==> config.mk <==
export PLATFORM = sky130hd
export DESIGN_NAME = ps2_keyboard_matrix
export DESIGN_NICKNAME = d
export VERILOG_FILES = /design/src/rtl/ps2_kbd_pkg.sv /design/src/rtl/ps2_rx.sv /design/src/rtl/ps2_keyboard_matrix.sv
export SDC_FILE = /design/constraint.sdc
export NUM_CORES = 1
export LEC_CHECK = 0
export ABC_AREA = 1
export BUFFER_PORTS_ARGS = -buffer_cell sky130_fd_sc_hd__clkbuf_2
export CORE_MARGIN = 4
export CORE_UTILIZATION = 55
export CTS_CLUSTER_SIZE = 14
export DETAILED_ROUTE_END_ITERATION = 6
export PLACE_DENSITY = 0.68
export SETUP_SLACK_MARGIN = 0.4
export SYNTH_ARGS = -nofsm -noshare
export SYNTH_HDL_FRONTEND = slang
export SYNTH_SLANG_ARGS = --single-unit
==> constraint.sdc <==
create_clock -name clk14 -period 2.8 [get_ports clk14]
set_input_delay 0.42 -clock clk14 [delete_from_list [all_inputs] [get_ports clk14]]
set_output_delay 0.42 -clock clk14 [all_outputs]
set_load 0.1 [all_outputs]
==> src/rtl/ps2_kbd_pkg.sv <==
// Shared constants for the PS/2 keyboard to ZX matrix block: scancodes (set 2),
// half-row/bit positions, composite key indices, rx FSM states and the key map.
package ps2_kbd_pkg;

  localparam int ROWS = 8;
  localparam int COLS = 5;

  // Protocol bytes
  localparam logic [7:0] SC_E0    = 8'hE0;
  localparam logic [7:0] SC_F0    = 8'hF0;
  localparam logic [7:0] SC_BAT   = 8'hAA;
  localparam logic [7:0] SC_OVR0  = 8'h00;
  localparam logic [7:0] SC_OVR1  = 8'hFF;

  // Keys with special handling
  localparam logic [7:0] SC_LSHIFT = 8'h12;
  localparam logic [7:0] SC_RSHIFT = 8'h59;
  localparam logic [7:0] SC_LCTRL  = 8'h14;
  localparam logic [7:0] SC_LALT   = 8'h11;
  localparam logic [7:0] SC_DEL    = 8'h71;  // E0-prefixed
  localparam logic [7:0] SC_BKSP   = 8'h66;
  localparam logic [7:0] SC_ESC    = 8'h76;
  localparam logic [7:0] SC_LEFT   = 8'h6B;  // E0-prefixed
  localparam logic [7:0] SC_DOWN   = 8'h72;  // E0-prefixed
  localparam logic [7:0] SC_UP     = 8'h75;  // E0-prefixed
  localparam logic [7:0] SC_RIGHT  = 8'h74;  // E0-prefixed

  // Matrix positions used by the composite overlays
  localparam int ROW_CS    = 0;
  localparam int BIT_CS    = 0;
  localparam int ROW_SPACE = 7;
  localparam int BIT_SPACE = 0;
  localparam int ROW_1_5   = 3;  // 1 2 3 4 5
  localparam int ROW_0_6   = 4;  // 0 9 8 7 6
  localparam int BIT_K5    = 4;
  localparam int BIT_K0    = 0;
  localparam int BIT_K6    = 4;
  localparam int BIT_K7    = 3;
  localparam int BIT_K8    = 2;

  // Composite flag indices
  localparam int CMP_BKSP  = 0;
  localparam int CMP_ESC   = 1;
  localparam int CMP_LEFT  = 2;
  localparam int CMP_DOWN  = 3;
  localparam int CMP_UP    = 4;
  localparam int CMP_RIGHT = 5;
  localparam int NUM_CMP   = 6;

  typedef enum logic [1:0] {
    RX_IDLE   = 2'd0,
    RX_DATA   = 2'd1,
    RX_PARITY = 2'd2,
    RX_STOP   = 2'd3
  } rx_state_e;

  typedef struct packed {
    logic       hit;
    logic [2:0] row;
    logic [2:0] col;
  } key_pos_t;

  function automatic key_pos_t kp(input int r, input int c);
    return {1'b1, 3'(r), 3'(c)};
  endfunction

  // Plain (non-E0) scancode to half-row/bit; hit=0 for unmapped codes.
  function automatic key_pos_t map_code(input logic [7:0] code);
    key_pos_t p;
    p = '0;
    case (code)
      8'h12: p = kp(0, 0);  // LShift -> CS
      8'h1A: p = kp(0, 1);  // Z
      8'h22: p = kp(0, 2);  // X
      8'h21: p = kp(0, 3);  // C
      8'h2A: p = kp(0, 4);  // V
      8'h1C: p = kp(1, 0);  // A
      8'h1B: p = kp(1, 1);  // S
      8'h23: p = kp(1, 2);  // D
      8'h2B: p = kp(1, 3);  // F
      8'h34: p = kp(1, 4);  // G
      8'h15: p = kp(2, 0);  // Q
      8'h1D: p = kp(2, 1);  // W
      8'h24: p = kp(2, 2);  // E
      8'h2D: p = kp(2, 3);  // R
      8'h2C: p = kp(2, 4);  // T
      8'h16: p = kp(3, 0);  // 1
      8'h1E: p = kp(3, 1);  // 2
      8'h26: p = kp(3, 2);  // 3
      8'h25: p = kp(3, 3);  // 4
      8'h2E: p = kp(3, 4);  // 5
      8'h45: p = kp(4, 0);  // 0
      8'h46: p = kp(4, 1);  // 9
      8'h3E: p = kp(4, 2);  // 8
      8'h3D: p = kp(4, 3);  // 7
      8'h36: p = kp(4, 4);  // 6
      8'h4D: p = kp(5, 0);  // P
      8'h44: p = kp(5, 1);  // O
      8'h43: p = kp(5, 2);  // I
      8'h3C: p = kp(5, 3);  // U
      8'h35: p = kp(5, 4);  // Y
      8'h5A: p = kp(6, 0);  // Enter
      8'h4B: p = kp(6, 1);  // L
      8'h42: p = kp(6, 2);  // K
      8'h3B: p = kp(6, 3);  // J
      8'h33: p = kp(6, 4);  // H
      8'h29: p = kp(7, 0);  // Space
      8'h59: p = kp(7, 1);  // RShift -> SS
      8'h14: p = kp(7, 1);  // LCtrl  -> SS
      8'h3A: p = kp(7, 2);  // M
      8'h31: p = kp(7, 3);  // N
      8'h32: p = kp(7, 4);  // B
      default: p = '0;
    endcase
    return p;
  endfunction

endpackage

==> src/rtl/ps2_rx.sv <==
// PS/2 receiver: synchronises and glitch-filters the keyboard clock, frames
// start/8 data/parity/stop on filtered falling edges, and aborts stalled frames.
module ps2_rx
  import ps2_kbd_pkg::*;
#(
  parameter int FILTER_LEN = 8,
  parameter int TIMEOUT    = 14000
) (
  input  logic       clk14,
  input  logic       rst_n,
  input  logic       ps2_clk,
  input  logic       ps2_dat,
  output logic [7:0] rx_byte,
  output logic       rx_valid,
  output logic       rx_timeout
);

  localparam int FW = $clog2(FILTER_LEN + 1);
  localparam int TW = $clog2(TIMEOUT + 1);

  logic [1:0]    clk_sync_q;
  logic [1:0]    dat_sync_q;
  logic          filt_clk_q;
  logic [FW-1:0] filt_cnt_q;
  logic          differs;
  logic          flip;
  logic          fall;
  logic          dat_bit;

  rx_state_e     state_q;
  logic [2:0]    bit_cnt_q;
  logic [7:0]    shift_q;
  logic          par_ok_q;
  logic [TW-1:0] to_cnt_q;
  logic [7:0]    rx_byte_q;
  logic          rx_valid_q;
  logic          rx_timeout_q;

  // Two-stage synchronisers; lines idle high so reset to 1
  always_ff @(posedge clk14 or negedge rst_n) begin
    if (!rst_n) begin
      clk_sync_q <= 2'b11;
      dat_sync_q <= 2'b11;
    end else begin
      clk_sync_q <= {clk_sync_q[0], ps2_clk};
      dat_sync_q <= {dat_sync_q[0], ps2_dat};
    end
  end

  // The filtered clock follows only after FILTER_LEN consecutive differing samples
  assign differs = (clk_sync_q[1] != filt_clk_q);
  assign flip    = differs && (filt_cnt_q == FW'(FILTER_LEN - 1));
  assign fall    = flip && filt_clk_q;
  assign dat_bit = dat_sync_q[1];

  // Glitch filter on the synchronised clock
  always_ff @(posedge clk14 or negedge rst_n) begin
    if (!rst_n) begin
      filt_clk_q <= 1'b1;
      filt_cnt_q <= '0;
    end else if (!differs) begin
      filt_cnt_q <= '0;
    end else if (flip) begin
      filt_clk_q <= clk_sync_q[1];
      filt_cnt_q <= '0;
    end else begin
      filt_cnt_q <= filt_cnt_q + FW'(1);
    end
  end

  // Frame FSM with parity check, stall timeout and registered outputs
  always_ff @(posedge clk14 or negedge rst_n) begin
    if (!rst_n) begin
      state_q      <= RX_IDLE;
      bit_cnt_q    <= '0;
      shift_q      <= '0;
      par_ok_q     <= 1'b0;
      to_cnt_q     <= '0;
      rx_byte_q    <= '0;
      rx_valid_q   <= 1'b0;
      rx_timeout_q <= 1'b0;
    end else begin
      rx_valid_q   <= 1'b0;
      rx_timeout_q <= 1'b0;

      if (fall) begin
        to_cnt_q <= '0;
      end else if (to_cnt_q != TW'(TIMEOUT)) begin
        to_cnt_q <= to_cnt_q + TW'(1);
      end

      case (state_q)
        RX_IDLE: begin
          if (fall && !dat_bit) begin
            state_q   <= RX_DATA;
            bit_cnt_q <= '0;
          end
        end
        RX_DATA: begin
          if (fall) begin
            shift_q   <= {dat_bit, shift_q[7:1]};
            bit_cnt_q <= bit_cnt_q + 3'd1;
            if (bit_cnt_q == 3'd7) state_q <= RX_PARITY;
          end
        end
        RX_PARITY: begin
          if (fall) begin
            // Odd parity: data ones plus parity bit must be odd
            par_ok_q <= (^shift_q) ^ dat_bit;
            state_q  <= RX_STOP;
          end
        end
        RX_STOP: begin
          if (fall) begin
            if (par_ok_q && dat_bit) begin
              rx_byte_q  <= shift_q;
              rx_valid_q <= 1'b1;
            end
            state_q <= RX_IDLE;
          end
        end
        default: state_q <= RX_IDLE;
      endcase

      // A keyboard that stops clocking mid-frame loses the partial byte
      if ((state_q != RX_IDLE) && !fall && (to_cnt_q == TW'(TIMEOUT - 1))) begin
        state_q      <= RX_IDLE;
        rx_timeout_q <= 1'b1;
      end
    end
  end

  assign rx_byte    = rx_byte_q;
  assign rx_valid   = rx_valid_q;
  assign rx_timeout = rx_timeout_q;

endmodule

==> src/rtl/ps2_keyboard_matrix.sv <==
// Keyboard front end for the port #FE read: decodes PS/2 scancodes into the 8x5
// half-row matrix, overlays composite keys, and drives active-low kd for the
// half-rows selected on A15..A8. Also reports Ctrl+Alt+Del.
module ps2_keyboard_matrix
  import ps2_kbd_pkg::*;
#(
  parameter int FILTER_LEN = 8,
  parameter int TIMEOUT    = 14000
) (
  input  logic       clk14,
  input  logic       rst_n,
  input  logic       ps2_clk,
  input  logic       ps2_dat,
  input  logic [7:0] addr_hi,
  output logic [4:0] kd,
  output logic       key_reset
);

  logic [7:0] rx_byte;
  logic       rx_valid;
  logic       rx_timeout;

  ps2_rx #(
    .FILTER_LEN (FILTER_LEN),
    .TIMEOUT    (TIMEOUT)
  ) u_rx (
    .clk14      (clk14),
    .rst_n      (rst_n),
    .ps2_clk    (ps2_clk),
    .ps2_dat    (ps2_dat),
    .rx_byte    (rx_byte),
    .rx_valid   (rx_valid),
    .rx_timeout (rx_timeout)
  );

  logic [ROWS-1:0][COLS-1:0] mat_q, mat_d;
  logic [ROWS-1:0][COLS-1:0] eff;
  logic [NUM_CMP-1:0]        comp_q, comp_d;
  logic                      ext_q, ext_d;
  logic                      rel_q, rel_d;
  logic                      lctrl_q, lctrl_d;
  logic                      lalt_q, lalt_d;
  logic                      del_q, del_d;
  logic                      key_reset_q;
  logic [COLS-1:0]           kd_q, kd_d;
  key_pos_t                  pos;

  // Scancode decoder: prefix flags, matrix bits, composites and reset-combo flags
  always_comb begin
    mat_d   = mat_q;
    comp_d  = comp_q;
    ext_d   = ext_q;
    rel_d   = rel_q;
    lctrl_d = lctrl_q;
    lalt_d  = lalt_q;
    del_d   = del_q;
    pos     = map_code(rx_byte);

    if (rx_timeout) begin
      ext_d = 1'b0;
      rel_d = 1'b0;
    end

    if (rx_valid) begin
      if (rx_byte == SC_E0) begin
        ext_d = 1'b1;
      end else if (rx_byte == SC_F0) begin
        rel_d = 1'b1;
      end else if ((rx_byte == SC_OVR0) || (rx_byte == SC_OVR1)) begin
        // Keyboard overrun: state is unknown, so release everything
        mat_d   = '0;
        comp_d  = '0;
        ext_d   = 1'b0;
        rel_d   = 1'b0;
        lctrl_d = 1'b0;
        lalt_d  = 1'b0;
        del_d   = 1'b0;
      end else if (rx_byte != SC_BAT) begin
        ext_d = 1'b0;
        rel_d = 1'b0;
        if (ext_q) begin
          case (rx_byte)
            SC_LEFT:  comp_d[CMP_LEFT]  = ~rel_q;
            SC_DOWN:  comp_d[CMP_DOWN]  = ~rel_q;
            SC_UP:    comp_d[CMP_UP]    = ~rel_q;
            SC_RIGHT: comp_d[CMP_RIGHT] = ~rel_q;
            SC_DEL:   del_d             = ~rel_q;
            default:  ;
          endcase
        end else begin
          case (rx_byte)
            SC_BKSP: comp_d[CMP_BKSP] = ~rel_q;
            SC_ESC:  comp_d[CMP_ESC]  = ~rel_q;
            SC_LCTRL: lctrl_d         = ~rel_q;
            SC_LALT:  lalt_d          = ~rel_q;
            default: ;
          endcase
          if (pos.hit) mat_d[pos.row][pos.col] = ~rel_q;
        end
      end
    end
  end

  // Composite keys are ORed on top so releasing one never clears a held key
  always_comb begin
    eff = mat_q;
    if (comp_q[CMP_BKSP]) begin
      eff[ROW_CS][BIT_CS]   = 1'b1;
      eff[ROW_0_6][BIT_K0]  = 1'b1;
    end
    if (comp_q[CMP_ESC]) begin
      eff[ROW_CS][BIT_CS]       = 1'b1;
      eff[ROW_SPACE][BIT_SPACE] = 1'b1;
    end
    if (comp_q[CMP_LEFT]) begin
      eff[ROW_CS][BIT_CS]   = 1'b1;
      eff[ROW_1_5][BIT_K5]  = 1'b1;
    end
    if (comp_q[CMP_DOWN]) begin
      eff[ROW_CS][BIT_CS]   = 1'b1;
      eff[ROW_0_6][BIT_K6]  = 1'b1;
    end
    if (comp_q[CMP_UP]) begin
      eff[ROW_CS][BIT_CS]   = 1'b1;
      eff[ROW_0_6][BIT_K7]  = 1'b1;
    end
    if (comp_q[CMP_RIGHT]) begin
      eff[ROW_CS][BIT_CS]   = 1'b1;
      eff[ROW_0_6][BIT_K8]  = 1'b1;
    end
  end

  // Each kd bit is low if any selected half-row has that key pressed
  for (genvar gi = 0; gi < COLS; gi++) begin : g_kd
    logic [ROWS-1:0] col;
    for (genvar gj = 0; gj < ROWS; gj++) begin : g_row
      assign col[gj] = eff[gj][gi];
    end
    assign kd_d[gi] = ~|(col & ~addr_hi);
  end

  // State and output registers; kd samples the pre-update matrix
  always_ff @(posedge clk14 or negedge rst_n) begin
    if (!rst_n) begin
      mat_q       <= '0;
      comp_q      <= '0;
      ext_q       <= 1'b0;
      rel_q       <= 1'b0;
      lctrl_q     <= 1'b0;
      lalt_q      <= 1'b0;
      del_q       <= 1'b0;
      key_reset_q <= 1'b0;
      kd_q        <= '1;
    end else begin
      mat_q       <= mat_d;
      comp_q      <= comp_d;
      ext_q       <= ext_d;
      rel_q       <= rel_d;
      lctrl_q     <= lctrl_d;
      lalt_q      <= lalt_d;
      del_q       <= del_d;
      key_reset_q <= lctrl_q & lalt_q & del_q;
      kd_q        <= kd_d;
    end
  end

  assign kd        = kd_q;
  assign key_reset = key_reset_q;

endmodule

* Word-level counts from Yosys, hierarchy flattened
Memory sizes are Yosys's and may differ from the RTL's.
Cells that the tools add are included.
Widths: inputs -> output; s select.
** Storage, ports and cells
- Input port bits :: 12
- Latch bits :: 0
- Output and inout port bits :: 6
- Logic and storage cells :: 211
- Memory bits (writable) :: 0
- Memory bits (read-only) :: 896
- Register bits :: 104
- Memories :: 1
** Cells by class
- Mux-type cells :: 74
- Divide/modulo/power cells :: 0
- Eq/ne operators :: 29
- Add/subtract/negate cells :: 3
- $mul :: 0
- Order comparisons :: 4
- Shift operators :: 0
- Reduce and logical (&&, ||, !) cells :: 55
- Bitwise logic cells :: 12
** Memory list
- (name not given) :: words 128, bits a word 7, rd ports 1, clocked after Yosys merged registers in 0, wr ports 0, line ps2_kbd_pkg.sv:71 : case (code)
** Operators with widths (number)
- $mux 40 :: 4
- $reduce_and 6->1 :: 10
- $eq 8x7->1 const B :: 7
- $mux 1 :: 47
- $and 8x8->8 :: 5
- $bwmux 40 :: 1
- $reduce_or 8->1 :: 5
- $reduce_bool 2->1 :: 15
- $mux 14 :: 2
- $eq 8x8->1 const B :: 3
- $eq 8x5->1 const B :: 2
- $demux 5 s3 :: 1
- $ne 3x1->1 const B :: 5
- $add 14x1->14 const B :: 1
- $eq 14x14->1 const B :: 1
- $mux 2 :: 7
- $ne 14x14->1 const B :: 1
- $mux 4 :: 3
- $mux 6 :: 2
- $logic_and 1x1->1 :: 8
- $logic_not 8->1 :: 1
- $lt 3x4->1 const B :: 2
- $ne 8x8->1 const B :: 1
- $not 8->8 :: 1
- 25 further kinds :: 42

* Longest topological paths before layout
Gate-level depths: netlist (run 1).
An unclocked memory read counts as a cell.
- Depth after elaboration :: 13
- Mapped depth :: 19
- Gate-level depth less buffers :: 18

* By module
A second synthesis (run 1) with hierarchy kept.
** Unflattened totals
- Cell total of the unflattened synthesis :: 922
- Area total of the unflattened synthesis :: 6500.0 um^2
** By module, submodules not included
- ps2_keyboard_matrix :: instances 1, area each 4150.2 um^2, cells each 643, sequential area each 1432.6 um^2
- ps2_rx :: instances 1, area each 2349.8 um^2, cells each 279, sequential area each 1182.4 um^2

* Least setup slack after synthesis (run 1)
No wires, ideal clock.
- Kind :: reg2reg
- Start :: reg u_rx.rx_byte_q[0], in the netlist u_rx.rx_byte[0]
- End :: reg mat_q, in the netlist eff[16]
- Setup slack :: 0.738 ns
- Clock period less this slack :: 2.062 ns
- Data arrival time :: 1.946 ns
- Required time :: 2.684 ns
- Path buffers :: 0
- Setup time :: 0.116 ns
- Cell stages (with the launch flop) :: 16
- Cells stage by stage :: dfrtp_1 inv_1 ha_1 nand2_1 nand2_1 nand3_1 nand2_1 nand2_1 o21bai_2 nand2_2 nor2_4 nand2_1 nand2_1 nand2_1 nand2_1 nand2_1
** On the way
- Cells in the longest elaborated chain, start to end :: 13
- Elaborated cells between the ends (all ways) :: 29
- Those cells by class :: order compare: 4; eq/ne: 5; mux: 10; bitwise: 2; reduce/logical: 7; memory: 1
** Ends and longest elaborated chain
- from (decl) :: line ps2_rx.sv:35 : logic [7:0] rx_byte_q;
- from (signal assigned) :: line ps2_rx.sv:116 : rx_byte_q <= shift_q;
- $mem_v2 128x7
- $mux 7 :: line ps2_kbd_pkg.sv:71
- $lt 3x4->1 (not written as such) or $ge 3x1->1 (tied branches) :: line ps2_keyboard_matrix.sv:98 : if (pos.hit) mat_d[pos.row][pos.col] = ~rel_q;
- $logic_and 1x1->1 (not written as such) :: line ps2_keyboard_matrix.sv:98
- $mux 1 (not written as such) :: line ps2_keyboard_matrix.sv:98
- $demux 1 s3 :: line ps2_keyboard_matrix.sv:98
- $mux 5 (not written as such) :: line ps2_keyboard_matrix.sv:98
- $demux 5 s3 :: line ps2_keyboard_matrix.sv:98
- $bwmux 40 :: line ps2_keyboard_matrix.sv:98
- $mux 40 :: line ps2_keyboard_matrix.sv:98
- $mux 40 :: line ps2_keyboard_matrix.sv:81 : if (ext_q) begin
- $mux 40 :: line ps2_keyboard_matrix.sv:78 : end else if (rx_byte != SC_BAT) begin
- $mux 40 :: line ps2_keyboard_matrix.sv:69 : end else if ((rx_byte == SC_OVR0) || (rx_byte == SC_OVR1)) begin
- to (signal assigned) :: line ps2_keyboard_matrix.sv:155 : mat_q <= mat_d;
- to (decl) :: line ps2_keyboard_matrix.sv:36 : logic [ROWS-1:0][COLS-1:0] mat_q, mat_d;
Several ways; a longest one is shown, not always the timed one. The select of a mux whose other input is x is not followed.
A chain may end at the register's enable or synchronous reset.

* Worst setup path in the final report (run 1)
- Start :: reg u_rx.rx_byte_q[1], in the netlist u_rx.rx_byte[1]
- End :: reg mat_q, in the netlist eff[32]
Same word-level chain as after synthesis.

==> flow_metrics.py, run 1 <==
metrics = {
    "worst_setup_path": {
        "start_kind": "register",
        "crit_family": "simple AND/OR/NAND/NOR gates",
        "slowest_stage": "dfrtp_2",
        "critPathBufInv": 0,
        "end_kind": "register",
        "path_class": "reg -> reg",
        "max_stage_delay_ns": 0.46,
        "worstPathCellList": "ha_2 -> nand2_2 -> nand3_1 -> nand3_1 -> a21oi_2 -> nand2_4 -> nor2_4 -> nand3_1 -> nand2_1 -> nand2_1 -> nand2_1 -> nand2_1",
        "cp_max_fo": 10,
        "path_common_cell": "nand2_1",
        "cp_data_arrival_time_ns": 2.54,
        "critPathRequiredTime_ns": 3.09,
    },
    "grt": {
        "grt_pass1_vias": 5259,
        "grt_pass1_wl_mm": 25.7,
        "grt_antenna_before_repair": 0,
        "grt_max_degree": 49,
        "grt-ovfl-total": 0,
        "grt_usage_pct": 24.7,
    },
    "clocking": {
        "ctsRootBufferMaster": "clkbuf_8",
        "clkSinkCount": 104,
        "cts_tree": "yes",
        "hold_buffers": 0,
        "path_clk_slew_ns": 0.10,
        "worstSkewPairLatency_ns": 0.39,
        "tritoncts.num_buffers": 9,
        "cts_buffer_depth": 2,
        "cts_max_level": 3,
    },
    "synthesis": {
        "ys_seq_elements": 104,
        "syn_inst": 861,
        "syn_area_per_cell_sq_um": 7.16,
        "ys_seq_area_share_pct": 42.4,
        "syn_nets": 888,
        "synth_xor_area_share_pct": 1.85,
        "synth_compound_area_share_pct": 9.22,
        "async_reset_ff_share_pct": 100,
        "synth_area_sq_um": 6160,
        "netlist_top_cells_area": "dfrtp_1 38%, nand2_1 21%, nand3_1 7.3%",
        "synth_fa_ha_area_share_pct": 3.05,
        "synth.most_common_cell": "nand2_1",
        "synth_top_area_share_pct": 38.2,
        "synth_top_family_by_area": "simple AND/OR/NAND/NOR gates",
        "yosys.cell_types.count": 43,
        "synth-main-ff-cell": "dfrtp_1",
        "yosysTopAreaCell": "dfrtp_1",
        "ys_top_cells_by_count": "347 x nand2_1, 94 x dfrtp_1, 90 x nand3_1",
        "synth-simple-area-share_pct": 35.1,
        "synth_mux_area_share_pct": 0.162,
        "yosysWarningCount": 0,
        "synth_edf_count": 0,
    },
    "timing": {
        "worst_pin_slew_ns": 0.776,
        "slew_headroom_pct": 46.9,
        "max_clock_freq_mhz": 443,
        "finClkSkew_ns": 0.0131,
        "holdWs_ns": 0.0217,
        "timing.final.max_slew_violations": 0,
        "rsz0062_at_grt": "yes",
        "final.setup.tns_ns": 0,
        "final.min_clock_period_ns": 2.25,
        "postLayoutSetupSlackWorst_ns": 0.545,
        "setup_violations": 0,
        "finalCritPeriodShare_pct": 80.5,
        "timing.final.hold_violations": 0,
    },
    "min_path": {
        "min_path_type": "in -> async",
    },
    "drt": {
        "vias": 5676,
        "viasPerCell": 5.47,
        "ant_nets": 0,
        "drt_first_iter_violations": 465,
        "routed_wl_mm": 15.3,
        "dr.pass1.iters": 5,
        "wl_per_cell_um": 14.7,
        "route.detailed.drc": 0,
    },
    "placement": {
        "pre_cts_slack_ns": 0.210,
        "post-dp-hpwl_mm": 10.8,
        "gp_congestion": 0.883,
        "port_buffers": 17,
    },
    "floorplan": {
        "io_pins": 18,
        "die_area_sq_um": 13000,
        "initial_utilization_pct": 56.6,
        "row_count": 38,
        "die_y_um": 114,
        "die_w_um": 114,
        "core-area_sq_um": 10900,
    },
    "power": {
        "p_leak_nw": 3.36,
        "powerDensity_nw_per_um2": 417,
        "worst_ir_drop_vdd_uv": 440,
    },
    "finish": {
        "area_growth_pct": 11.9,
        "nets": 920,
        "diodes": 0,
        "drive_gt1_share_pct": 14.4,
    },
    "outcome": {
        "status": "completed",
    },
    "flow_run": {
        "max_cap_viol_count": 0,
    },
}
## per-layer routing
layer	GRT usage [%]	vias up	routed length [um]	part of all wire, %
met2	38.8	193	7250	47
li1	-	2815	-	-
met1	34.4	2645	6620	43
met4	7.21	0	242	1.6
met5	0	-	0	0
met3	5.62	23	1190	7.8
## stage by stage
stage	cell area, sq um	instances	power, mW	util [%]
global route	6890	1038	3.04	63.3
CTS	6740	1033	2.91	61.9
global placement	6420	1006	1.98	59.0
floorplan	6160	861	1.89	-
finish	6890	1038	2.87	63.3
detailed placement	6420	1006	2.00	59.0
## state kept, by name, indices dropped and copies added (netlist names), 2 cells and up
signal and flops:
u_rx.bit_cnt_q 3, u_rx.shift_q 8, u_rx.filt_cnt_q 4, u_rx.clk_sync_q 2, u_rx.to_cnt_q 14, comp_q 6
u_rx.state_q 2, eff 33, u_rx.dat_sync_q 2, u_rx.rx_byte 8, kd 5, mat_q 7
## power by group
| part | internal, mW | switching (mW) |
|---|---|---|
| Clock | 0.339 | 0.562 |
| Combinational | 0.119 | 0.209 |
| Sequential | 1.58 | 0.0621 |
## cell type report
cell class                      count  area [sq um]
Fill cell                         999          3990
Multi-Input combinational cell    639          3200
Sequential cell                   104          2620
Timing Repair Buffer               50           379
Inverter                           89           337
Tap cell                          140           175
Clock buffer                        9           124
Clock inverter                      7          61.3
## timing repair
action,in CTS,in global routing
cloned,2,2
pin swaps,5,6
gates resized for setup,11,30
setup buffers,9,3
endpoints found under the setup margin,40,42
## kinds of logic after synthesis
family,after synthesis
multiplexers,1
flip-flops,104
buffers and inverters,120
XOR/XNOR,13
AO/OA/AOI/OAI,92
AND/OR/NAND/NOR,516
adder cells (fa/ha/maj),15
## final timing paths
path	to	startpoint	slack (ns)	depth (start not counted)
worst min register to register	u_rx.dat_sync_q[1]	u_rx.dat_sync_q[0]	0.36	0
worst max-delay path	eff[32]	u_rx.rx_byte[1]	0.55	12
worst max register to register	eff[32]	u_rx.rx_byte[1]	0.55	12
worst min-delay path	key_reset	rst_n	0.02	1
max in group asynchronous	kd[1]	rst_n	1.95	2
min in group clk14	u_rx.dat_sync_q[0]	ps2_dat	0.10	1
## layout by cell type, fill, tap and decap left out, types with 2 or more instances in the layout
cell	Yosys	layout
nor2_2	1	6
buf_2	15	2
dfrtp_1	94	92
a32o_1	3	3
clkinvlp_4	0	2
o31ai_1	4	4
buf_4	6	26
inv_6	0	2
ha_4	0	2
a21oi_2	1	2
nor3_1	10	10
clkinv_4	0	2
clkbuf_2	0	16
nor2_4	7	11
a21oi_1	15	13
nor4_1	2	2
nand3_2	0	3
xor2_1	6	6
dfrtp_2	0	2
nand4_1	5	5
ha_1	15	12
nand2_2	4	9
nor2_1	46	39
nand2_1	347	339
inv_2	8	9
nand3_1	90	87
a22o_1	5	5
a221oi_1	2	2
nand2_4	0	3
clkbuf_8	0	9
buf_12	0	3
xnor2_1	7	7
buf_6	2	3
o21ai_0	41	40
a2111oi_0	5	5
o21ai_1	8	9
inv_1	80	78
dfstp_2	10	10
(Power assumes the default switching activity.)
==> run 2, diff against run 1 <==
- PLACE_DENSITY: 0.68 -> 0.71
- clock period: 2.8 -> 2 ns (I/O delays scaled with it)
==> run 2 against run 1 <==
Effect of this change: final cell count grew 9.6%; clock skew fell by 0.0058 ns; sequential share of layout area is 8.3 points lower; the flow now finishes with violations (setup timing); critical path depth up 3; first-iteration DRC count rose by 66%; non-clock buffer count up 99; core utilization is 18 points higher; sequential cell count is the same; combinational power grew 140%.
==> flow_metrics.py, run 2 (synthesis results as in run 1) <==
metrics = {
    "worst_setup_path": {
        "start_kind": "register",
        "critPathRequiredTime_ns": 2.29,
        "max_stage_delay_ns": 0.46,
        "worstPathCellList": "buf_4 -> ha_4 -> nand3_1 -> nand2_1 -> inv_1 -> a21oi_2 -> buf_4 -> nor2_4 -> nand2_4 -> nor2_4 -> nand2_1 -> nand2_1 -> nand2_1 -> nand2_1 -> nand2_1",
        "end_kind": "register",
        "slowest_stage": "dfrtp_2",
        "cp_data_arrival_time_ns": 2.57,
        "path_common_cell": "nand2_1",
        "cp_max_fo": 8,
        "path_class": "reg -> reg",
    },
    "power": {
        "internal_power_mw": 3.28,
        "p_comb_share_pct": 17.3,
        "clkPwrFrac_pct": 32.1,
        "power_mw": 4.61,
        "sw_frac_of_total_pct": 28.8,
        "worst_ir_drop_vdd_uv": 615,
        "p_switching_mw": 1.33,
        "seqPwrFrac_pct": 50.5,
        "p_leak_nw": 4.06,
        "powerDensity_nw_per_um2": 523,
    },
    "placement": {
        "gp_congestion": 0.990,
        "post-dp-hpwl_mm": 11.6,
        "dp_cells": 1067,
        "port_buffers": 17,
        "placed_area_sq_um": 7070,
    },
    "clocking": {
        "worstSkewPairLatency_ns": 0.39,
        "path_clk_slew_ns": 0.10,
        "ctsRootBufferMaster": "clkbuf_8",
        "clkSinkCount": 104,
        "cts_max_level": 3,
        "cts_buffer_depth": 2,
        "cts_tree": "yes",
        "tritoncts.num_buffers": 9,
    },
    "timing": {
        "worst_pin_slew_ns": 0.594,
        "postLayoutSetupSlackWorst_ns": -0.284,
        "rsz0062_at_grt": "yes",
        "timing.final.max_slew_violations": 0,
        "final.setup.tns_ns": -8.40,
        "finClkSkew_ns": 0.00727,
        "setup_violations": 40,
        "finalCritPeriodShare_pct": 114,
        "final.min_clock_period_ns": 2.28,
        "max_clock_freq_mhz": 438,
        "slew_headroom_pct": 59.4,
        "timing.final.hold_violations": 0,
    },
    "finish": {
        "largest_register_ffs": 33,
        "drive_gt1_share_pct": 37.0,
        "final_cells": 1138,
        "nets": 1020,
        "diodes": 0,
        "fillCellCount": 668,
        "final_util_pct": 80.9,
        "final_cell_mix": "290 x nand2_1, 92 x dfrtp_1, 90 x buf_4, 69 x inv_1, 46 x nand3_1",
        "design_area_sq_um": 8810,
        "area_growth_pct": 43.0,
        "layout_commonest_cell": "nand2_1",
    },
    "floorplan": {
        "row_count": 38,
        "initial_utilization_pct": 56.6,
        "die_w_um": 114,
        "die_y_um": 114,
        "io_pins": 18,
        "die_area_sq_um": 13000,
        "core-area_sq_um": 10900,
    },
    "outcome": {
        "failed_checks": "setup timing",
        "status": "finished, violations left",
    },
    "drt": {
        "viasPerCell": 5.74,
        "drt_first_iter_violations": 771,
        "route.detailed.drc": 0,
        "vias": 6536,
        "dr.pass1.iters": 6,
        "routed_wl_mm": 19.6,
        "ant_nets": 0,
        "wl_per_cell_um": 17.2,
    },
    "min_path": {
        "min_path_type": "in -> reg",
    },
    "grt": {
        "grt_usage_pct": 27.8,
        "grt_pass1_vias": 6046,
        "grt_antenna_before_repair": 0,
        "grt_max_degree": 50,
        "grt-ovfl-total": 0,
        "grt_pass1_wl_mm": 28.9,
    },
    "flow_run": {
        "max_cap_viol_count": 0,
    },
}
run 2: changes by cell type in the layout (fill, tap and decap cells not counted), moves of 15 or more:
cell     change
buf_4       +64
buf_6       +21
nand2_1     -49
nand2_2     +34
nand3_1     -41
nand3_2     +33
o21ai_0     -28
o21ai_1     +15
run 2: critical path, delay by kind of cell (launching register included):
family / cells / cell delay [ns]
compound gates: 1 / 0.05
fa+ha+maj: 1 / 0.16
flops: 1 / 0.46
simple gates: 10 / 1.13
buf+inv: 3 / 0.36
run 2: worst paths after layout:
kind,start,endpoint,slack (ns),cells past startpoint
min,addr_hi[1],kd[4],0.23,3
max,u_rx.rx_byte[1],eff[2],-0.28,15
min reg2reg,u_rx.dat_sync_q[0],u_rx.dat_sync_q[1],0.36,0
max in group asynchronous,rst_n,kd[3],0.92,3
min in group asynchronous,rst_n,lalt_q,0.38,2
max reg2reg,u_rx.rx_byte[1],eff[2],-0.28,15
run 2: stage by stage:
stage	hold WS [ns]	setup WS (ns)
floorplan	0.00441	0.0324
global placement	0.242	-0.186
detailed placement	0.249	-0.214
CTS	0.193	-0.186
global route	0.206	-0.413
finish	0.226	-0.284
run 2: cell type report:
type / instances / area [sq um] / share of cell area [%]
Sequential cell: 104 / 2620 / 29.7
Timing Repair Buffer: 149 / 1400 / 15.9
Multi-Input combinational cell: 640 / 4030 / 45.8
Tap cell: 140 / 175 / 1.99
Clock buffer: 12 / 145 / 1.65
Inverter: 89 / 357 / 4.05
Clock inverter: 4 / 77.6 / 0.881
run 2: layer usage:
metal	GRT usage [%]	routed length [um]
met3	6.37	1400
met1	36.2	7740
met5	0	0
met4	9.50	686
met2	45.8	9790
run 2: what timing repair did:
| item | CTS | global route |
|---|---|---|
| cloned | 4 | 6 |
| buffers inserted | 22 | 20 |
| gates resized for setup | 106 | 164 |
| pin swaps | 36 | 70 |
| endpoints found under the setup margin | 81 | 81 |
| hold buffers | 3 | 0 |
| hold endpoints to repair | 25 | 0 |
run 2: power groups by stage:
| stage | sequential (mW) | combinational [mW] | clock (mW) |
|---|---|---|---|
| after floorplan | 2.32 | 0.342 | 0 |
| after global placement | 2.33 | 0.453 | 0 |
| after detailed placement | 2.35 | 0.490 | 0 |
| after CTS | 2.31 | 0.623 | 1.49 |
| after global routing | 2.34 | 0.883 | 1.57 |
| final | 2.33 | 0.799 | 1.48 |
